**src/rtl/issue_ctrl_pkg.sv**
```systemverilog
// Shared RV32 decode helpers: opcode constants, field slices and register-usage predicates.
// Reused by issue_ctrl, pair_hazard_check and the decode stage.
package issue_ctrl_pkg;

  localparam int INSTR_W = 32;

  localparam logic [6:0] OP_BRANCH = 7'b1100011;
  localparam logic [6:0] OP_JAL    = 7'b1101111;
  localparam logic [6:0] OP_JALR   = 7'b1100111;
  localparam logic [6:0] OP_OP     = 7'b0110011;
  localparam logic [6:0] OP_OPIMM  = 7'b0010011;
  localparam logic [6:0] OP_LUI    = 7'b0110111;
  localparam logic [6:0] OP_AUIPC  = 7'b0010111;
  localparam logic [6:0] OP_LOAD   = 7'b0000011;
  localparam logic [6:0] OP_STORE  = 7'b0100011;

  function automatic logic [6:0] opcode_of(input logic [INSTR_W-1:0] instr);
    return instr[6:0];
  endfunction

  function automatic logic [4:0] rd_of(input logic [INSTR_W-1:0] instr);
    return instr[11:7];
  endfunction

  function automatic logic [4:0] rs1_of(input logic [INSTR_W-1:0] instr);
    return instr[19:15];
  endfunction

  function automatic logic [4:0] rs2_of(input logic [INSTR_W-1:0] instr);
    return instr[24:20];
  endfunction

  function automatic logic uses_rs1(input logic [INSTR_W-1:0] instr);
    case (opcode_of(instr))
      OP_LUI, OP_AUIPC, OP_JAL: return 1'b0;
      default:                  return 1'b1;
    endcase
  endfunction

  function automatic logic uses_rs2(input logic [INSTR_W-1:0] instr);
    case (opcode_of(instr))
      OP_OP, OP_STORE, OP_BRANCH: return 1'b1;
      default:                    return 1'b0;
    endcase
  endfunction

  function automatic logic writes_rd(input logic [INSTR_W-1:0] instr);
    case (opcode_of(instr))
      OP_STORE, OP_BRANCH: return 1'b0;
      default:             return 1'b1;
    endcase
  endfunction

  function automatic logic is_ctrl(input logic [INSTR_W-1:0] instr);
    case (opcode_of(instr))
      OP_BRANCH, OP_JAL, OP_JALR: return 1'b1;
      default:                    return 1'b0;
    endcase
  endfunction

  function automatic logic is_alu_only(input logic [INSTR_W-1:0] instr);
    case (opcode_of(instr))
      OP_OP, OP_OPIMM, OP_LUI, OP_AUIPC: return 1'b1;
      default:                           return 1'b0;
    endcase
  endfunction

  // True when instr sources register r through an operand it actually reads.
  function automatic logic reads_reg(input logic [INSTR_W-1:0] instr, input logic [4:0] r);
    return (uses_rs1(instr) && (rs1_of(instr) == r)) ||
           (uses_rs2(instr) && (rs2_of(instr) == r));
  endfunction

endpackage

```
**src/rtl/issue_ctrl_pair_hazard_check.sv**
```systemverilog
// Purely combinational dual-issue pairing check and load-use detection
// against the load currently held in decode lane A.
module pair_hazard_check
  import issue_ctrl_pkg::*;
(
  input  logic [INSTR_W-1:0] instr_a,
  input  logic [INSTR_W-1:0] instr_b,
  input  logic [INSTR_W-1:0] instr_ad,
  input  logic               valid_ad,
  output logic               pair,
  output logic               loaduse
);

  logic [4:0] a_rd_s;
  logic [4:0] ld_rd_s;
  logic       raw_s;
  logic       waw_s;
  logic       ld_in_d_s;

  assign a_rd_s    = rd_of(instr_a);
  assign raw_s     = writes_rd(instr_a) && (a_rd_s != 5'd0) && reads_reg(instr_b, a_rd_s);
  assign waw_s     = (rd_of(instr_b) == a_rd_s) && (a_rd_s != 5'd0);
  assign pair      = !is_ctrl(instr_a) && is_alu_only(instr_b) && !raw_s && !waw_s;

  // Only a valid load with a real destination can create a load-use bubble.
  assign ld_rd_s   = rd_of(instr_ad);
  assign ld_in_d_s = valid_ad && (opcode_of(instr_ad) == OP_LOAD) && (ld_rd_s != 5'd0);
  assign loaduse   = ld_in_d_s &&
                     (reads_reg(instr_a, ld_rd_s) || (pair && reads_reg(instr_b, ld_rd_s)));

endmodule

```
**src/rtl/issue_ctrl.sv**
```systemverilog
// Dual-issue controller: fetch/decode pipeline register, load-use interlock and fetch steering.
// Optional performance counters are built when ISSUE_PERF_CNT_EN is defined.
module issue_ctrl
  import issue_ctrl_pkg::*;
#(
  parameter int DATA_WIDTH = 32
) (
  input  logic                  clk,
  input  logic                  rst,
  input  logic [DATA_WIDTH-1:0] InstrA,
  input  logic [DATA_WIDTH-1:0] InstrB,
  input  logic                  StallD,
  input  logic                  FlushD,
  output logic                  PCSrc,
  output logic                  IncrSrc,
  output logic [DATA_WIDTH-1:0] InstrAD,
  output logic [DATA_WIDTH-1:0] InstrBD,
  output logic                  ValidAD,
`ifdef ISSUE_PERF_CNT_EN
  output logic                  ValidBD,
  output logic [31:0]           DualCnt,
  output logic [31:0]           SingleCnt,
  output logic [31:0]           StallCnt
`else
  output logic                  ValidBD
`endif
);

  logic [DATA_WIDTH-1:0] instr_ad_r;
  logic [DATA_WIDTH-1:0] instr_bd_r;
  logic                  valid_ad_r;
  logic                  valid_bd_r;
  logic                  pair_s;
  logic                  loaduse_s;
  logic                  hold_s;
  logic                  pcsrc_s;
  logic                  incrsrc_s;

  pair_hazard_check u_pair_hazard_check (
    .instr_a  (InstrA),
    .instr_b  (InstrB),
    .instr_ad (instr_ad_r),
    .valid_ad (valid_ad_r),
    .pair     (pair_s),
    .loaduse  (loaduse_s)
  );

  assign hold_s = StallD | loaduse_s;

  // Fetch steering: hold PC on any hold, advance by 8 only on a pair issue; quiet in reset.
  always_comb begin
    pcsrc_s   = 1'b0;
    incrsrc_s = 1'b0;
    if (rst) begin
      pcsrc_s   = 1'b0;
      incrsrc_s = 1'b0;
    end else begin
      pcsrc_s   = hold_s;
      incrsrc_s = pair_s & ~hold_s;
    end
  end

  assign PCSrc   = pcsrc_s;
  assign IncrSrc = incrsrc_s;

  // Decode-stage registers; flush beats stall, stall beats the load-use bubble.
  always_ff @(posedge clk) begin
    if (rst) begin
      instr_ad_r <= '0;
      instr_bd_r <= '0;
      valid_ad_r <= 1'b0;
      valid_bd_r <= 1'b0;
    end else if (FlushD) begin
      instr_ad_r <= '0;
      instr_bd_r <= '0;
      valid_ad_r <= 1'b0;
      valid_bd_r <= 1'b0;
    end else if (StallD) begin
      instr_ad_r <= instr_ad_r;
      instr_bd_r <= instr_bd_r;
      valid_ad_r <= valid_ad_r;
      valid_bd_r <= valid_bd_r;
    end else if (loaduse_s) begin
      instr_ad_r <= '0;
      instr_bd_r <= '0;
      valid_ad_r <= 1'b0;
      valid_bd_r <= 1'b0;
    end else begin
      instr_ad_r <= InstrA;
      instr_bd_r <= pair_s ? InstrB : '0;
      valid_ad_r <= 1'b1;
      valid_bd_r <= pair_s;
    end
  end

  assign InstrAD = instr_ad_r;
  assign InstrBD = instr_bd_r;
  assign ValidAD = valid_ad_r;
  assign ValidBD = valid_bd_r;

`ifdef ISSUE_PERF_CNT_EN
  logic [31:0] dual_cnt_r;
  logic [31:0] single_cnt_r;
  logic [31:0] stall_cnt_r;

  // Exactly one counter advances on each non-reset, non-flush edge; natural 32-bit wrap.
  always_ff @(posedge clk) begin
    if (rst) begin
      dual_cnt_r   <= 32'd0;
      single_cnt_r <= 32'd0;
      stall_cnt_r  <= 32'd0;
    end else if (FlushD) begin
      dual_cnt_r   <= dual_cnt_r;
      single_cnt_r <= single_cnt_r;
      stall_cnt_r  <= stall_cnt_r;
    end else if (hold_s) begin
      stall_cnt_r  <= stall_cnt_r + 32'd1;
    end else if (pair_s) begin
      dual_cnt_r   <= dual_cnt_r + 32'd1;
    end else begin
      single_cnt_r <= single_cnt_r + 32'd1;
    end
  end

  assign DualCnt   = dual_cnt_r;
  assign SingleCnt = single_cnt_r;
  assign StallCnt  = stall_cnt_r;
`endif

endmodule
```
**config.mk**
```make
export PLATFORM = sky130hd
export DESIGN_NAME = issue_ctrl
export DESIGN_NICKNAME = d
export VERILOG_FILES = /design/src/rtl/issue_ctrl_pkg.sv /design/src/rtl/issue_ctrl_pair_hazard_check.sv /design/src/rtl/issue_ctrl.sv
export SDC_FILE = /design/constraint.sdc
export NUM_CORES = 1
export LEC_CHECK = 0
export CORE_UTILIZATION = 45
export CTS_BUF_LIST = sky130_fd_sc_hd__clkbuf_8
export DETAILED_ROUTE_END_ITERATION = 6
export GPL_TIMING_DRIVEN = 0
export PLACE_DENSITY = 0.83
export SLEW_MARGIN = 0
export SYNTH_ARGS = -nofsm -noshare
export SYNTH_HDL_FRONTEND = slang
export SYNTH_SLANG_ARGS = --single-unit
```
**constraint.sdc**
```tcl
create_clock -name clk -period 2.7 [get_ports clk]
set_clock_uncertainty 0.15 [all_clocks]
set_input_delay 0.405 -clock clk [delete_from_list [all_inputs] [get_ports clk]]
set_output_delay 0.405 -clock clk [all_outputs]
set_load 0.01 [all_outputs]
```
==> summary.txt <==
Cells and area
  – Diodes inserted: 0
  – Most common cell after layout, fill and taps aside: clkdlybuf4s50_1
  – NumNets Final: 608
  – Fin util: 73.1%
  – Commonest non-fill, non-tap cells in the layout: clkdlybuf4s50_1, nand3_1, nand2_1
  – Post-layout instance area: 0.00530 mm^2
  – Share of layout cells above drive strength 1: 22.0%
  – Area Growth Syn to Fin: 57.4%

Clock tree
  – CTS tree: built
  – Clock sink total: 66
  – Root buffer cell: clkbuf_8
  – Number of CTS-inserted buffers: 9
  – # H-tree levels: 3
  – CTS Hold Buffers Added: 0
  – Worst-Skew Late Latency: 0.35 ns
  – Clk slew on worst S/H paths: 0.06 ns
  – Clock Path Buffers: 2

Global route
  – Initial antenna violation count: 0
  – GRT Util Overall: 28.4%
  – Vias in the first global route: 3,405
  – Gr ovfl total: 0
  – First-pass GRT wire length: 16,800 um
  – Largest net degree at the start of global routing: 13

Timing
  – Final Max Slew Viols: 0
  – Final setup violating endpoints: 1
  – Fmax: 368 MHz
  – Final Cycle Share: 101%
  – Max_slew headroom: 59.0%
  – Setup WS post-layout: -0.0184 ns
  – Min cycle time layout: 2.72 ns
  – Final hold vios: 0
  – RSZ-0062 raised after global routing: true
  – Worst-Margin Slew: 0.615 ns

Synthesis
  – Synth Cell Area: 0.00337 mm^2
  – Seq/Total Area, Yosys: 39.2%
  – Syn nets: 458
  – Post-Synth XOR/XNOR Area: 9.10%
  – Synthesis-stage register bit count: 66
  – Post-Syn Instances: 390
  – Area leader, netlist: dfxtp_1
  – Compound-cell area share of the yosys netlist: 21.0%
  – Ys Warns: 0
  – Multiplexer share of the synthesized area: 0%
  – Largest family of logic cells by synthesized area: simple AND/OR/NAND/NOR gates
  – Synth top area share: 39.2%
  – Syn Area/Cell: 8.63 um^2
  – Post-synthesis simple-gate area fraction: 24.5%
  – Post-synthesis adder-cell area fraction: 0%
  – Ranking of synthesized cells by area: dfxtp_1, nand3_1, o31ai_2, o31ai_1, nand2_1
  – Synth cell types: 38

Worst setup path
  – Crit. End Element: output pin
  – WP data required: 2.14 ns
  – Crit path DAT: 2.16 ns
  – Crit Path Class: flip-flop to output pin
  – Largest fanout on the critical path: 2
  – Kind of launch point of the worst setup path: flip-flop

Route
  – Mean routed wirelength per cell: 17.3 um
  – Routed WL: 11,200 um
  – Initial DRC count: 283
  – Antenna Nets Post-Route: 0
  – Vias: 3,631
  – Drt first pass iters: 4
  – DRC: 0
  – Vias per Instance: 5.64

Place
  – Routability cong.: 0.902
  – Half-perimeter wire length after placement: 7800 um
  – Post-DP Area: 0.00479 mm^2
  – # port buffers: 129

Flow run
  – Max Cap Viol: 0

Hold path
  – HP Class: primary input to flip-flop

Floorplan
  – IO Count: 136
  – Row cnt: 31
  – Core area: 0.00725 mm^2
  – Die height: 88.5 um
  – Die X: 88.5 um
  – Initial Util: 46.4%
  – Die area: 0.00783 mm^2

Run status
  – Status: finished, violations left
  – Violated checks: negative setup slack

Power
  – Max VDD drop: 232 uV
  – Cell area power density: 406 mW/mm^2
  – Leakage: 1.88 nW
-- worst paths after layout --
path	start	to	slack [ns]	cells past startpoint
max reg2reg	InstrAD[8]$_SDFFE_PP0N_	InstrAD[18]$_SDFFE_PP0N_	0.39	10
min reg2reg	InstrAD[29]$_SDFFE_PP0N_	InstrAD[29]$_SDFFE_PP0N_	0.32	2
max	InstrAD[8]$_SDFFE_PP0N_	PCSrc	-0.02	6
min	InstrA[2]	InstrAD[2]$_SDFFE_PP0N_	0.21	3
-- metrics by stage --
step / std cells / worst slack [ns] / hold WS [ns] / setup TNS [ns] / power (mW)
floorplan: 390 / 0.0651 / 0.339 / 0 / 1.18
global placement: 618 / -1.09 / 0.304 / -15.72 / 1.36
detailed placement: 618 / -1.12 / 0.310 / -18.55 / 1.37
CTS: 642 / -0.0307 / 0.233 / -0.0580 / 2.15
global route: 644 / -0.0453 / 0.223 / -0.0845 / 2.22
finish: 644 / -0.0184 / 0.213 / -0.0184 / 2.15
-- kinds of logic after synthesis --
logic type	Yosys count
xor gates and xnor gates	35
AOI/OAI and AO/OA	75
buffers and inverters	45
and+or+nand+nor	169
DFF	66
-- critical path: stages (launching register included) --
cell     delay (ns)
dfxtp_4        0.35
or4_4          0.53
o211a_1        0.25
a21o_4         0.23
buf_6          0.11
o21ba_2        0.21
buf_2          0.14
-- sequential cells by signal, indices dropped and copies added (netlist names) --
register,flops
ValidAD,1
ValidBD,1
InstrBD,32
InstrAD,32
-- layout make-up --
| type | count | area [um^2] |
|---|---|---|
| Buffer | 37 | 188 |
| Clock buffer | 9 | 124 |
| Clock inverter | 7 | 55.1 |
| Fill cell | 548 | 1950 |
| Multi-Input combinational cell | 279 | 2090 |
| Sequential cell | 66 | 1330 |
| Tap cell | 99 | 124 |
| Timing Repair Buffer | 147 | 1390 |
-- layer usage --
metal | track usage [%] | vias up | wire length [um]
met1 | 37.4 | 1741 | 4900
met4 | 9.24 | 0 | 206
met5 | 0 | - | 0
li1 | - | 1699 | -
met2 | 46.9 | 172 | 5380
met3 | 5.50 | 19 | 679
-- power breakdown --
part           switching, mW  internal [mW]  leakage (nW)
clock                  0.362          0.410         0.108
combinational          0.196          0.178          1.24
sequential            0.0161          0.990         0.538
total                  0.575           1.58          1.88
-- Yosys cell counts --
cell / count
nand4_1: 3
nor3b_1: 1
o211ai_1: 1
a211oi_1: 2
o221a_4: 1
nor4b_1: 1
a21oi_2: 1
nor3_1: 4
nand3b_1: 1
o32ai_1: 1
nand4bb_1: 1
nand4b_1: 2
o211a_1: 1
nor2b_1: 1
or2_0: 1
and3_1: 3
or3b_2: 1
nor4_4: 1
dfxtp_1: 66
o31ai_1: 38
o31ai_2: 26
nor4_1: 5
nand2_1: 66
or4_1: 1
or3_1: 1
buf_2: 9
clkbuf_1: 28
nor2_1: 5
xnor2_1: 25
nand3_1: 70
clkbuf_2: 4
xor2_1: 10
a21oi_1: 2
buf_1: 1
buf_6: 3
a21o_1: 1
o21ba_2: 1
or3b_1: 1
-- repair_timing --
action / in CTS / in global routing
pin swaps: 20 / 11
setup endpoints to repair: 5 / 7
resized for setup: 96 / 18
buffers inserted: 15 / 3
gates cloned: 0 / 0
Power figures use the tool's default switching activity.
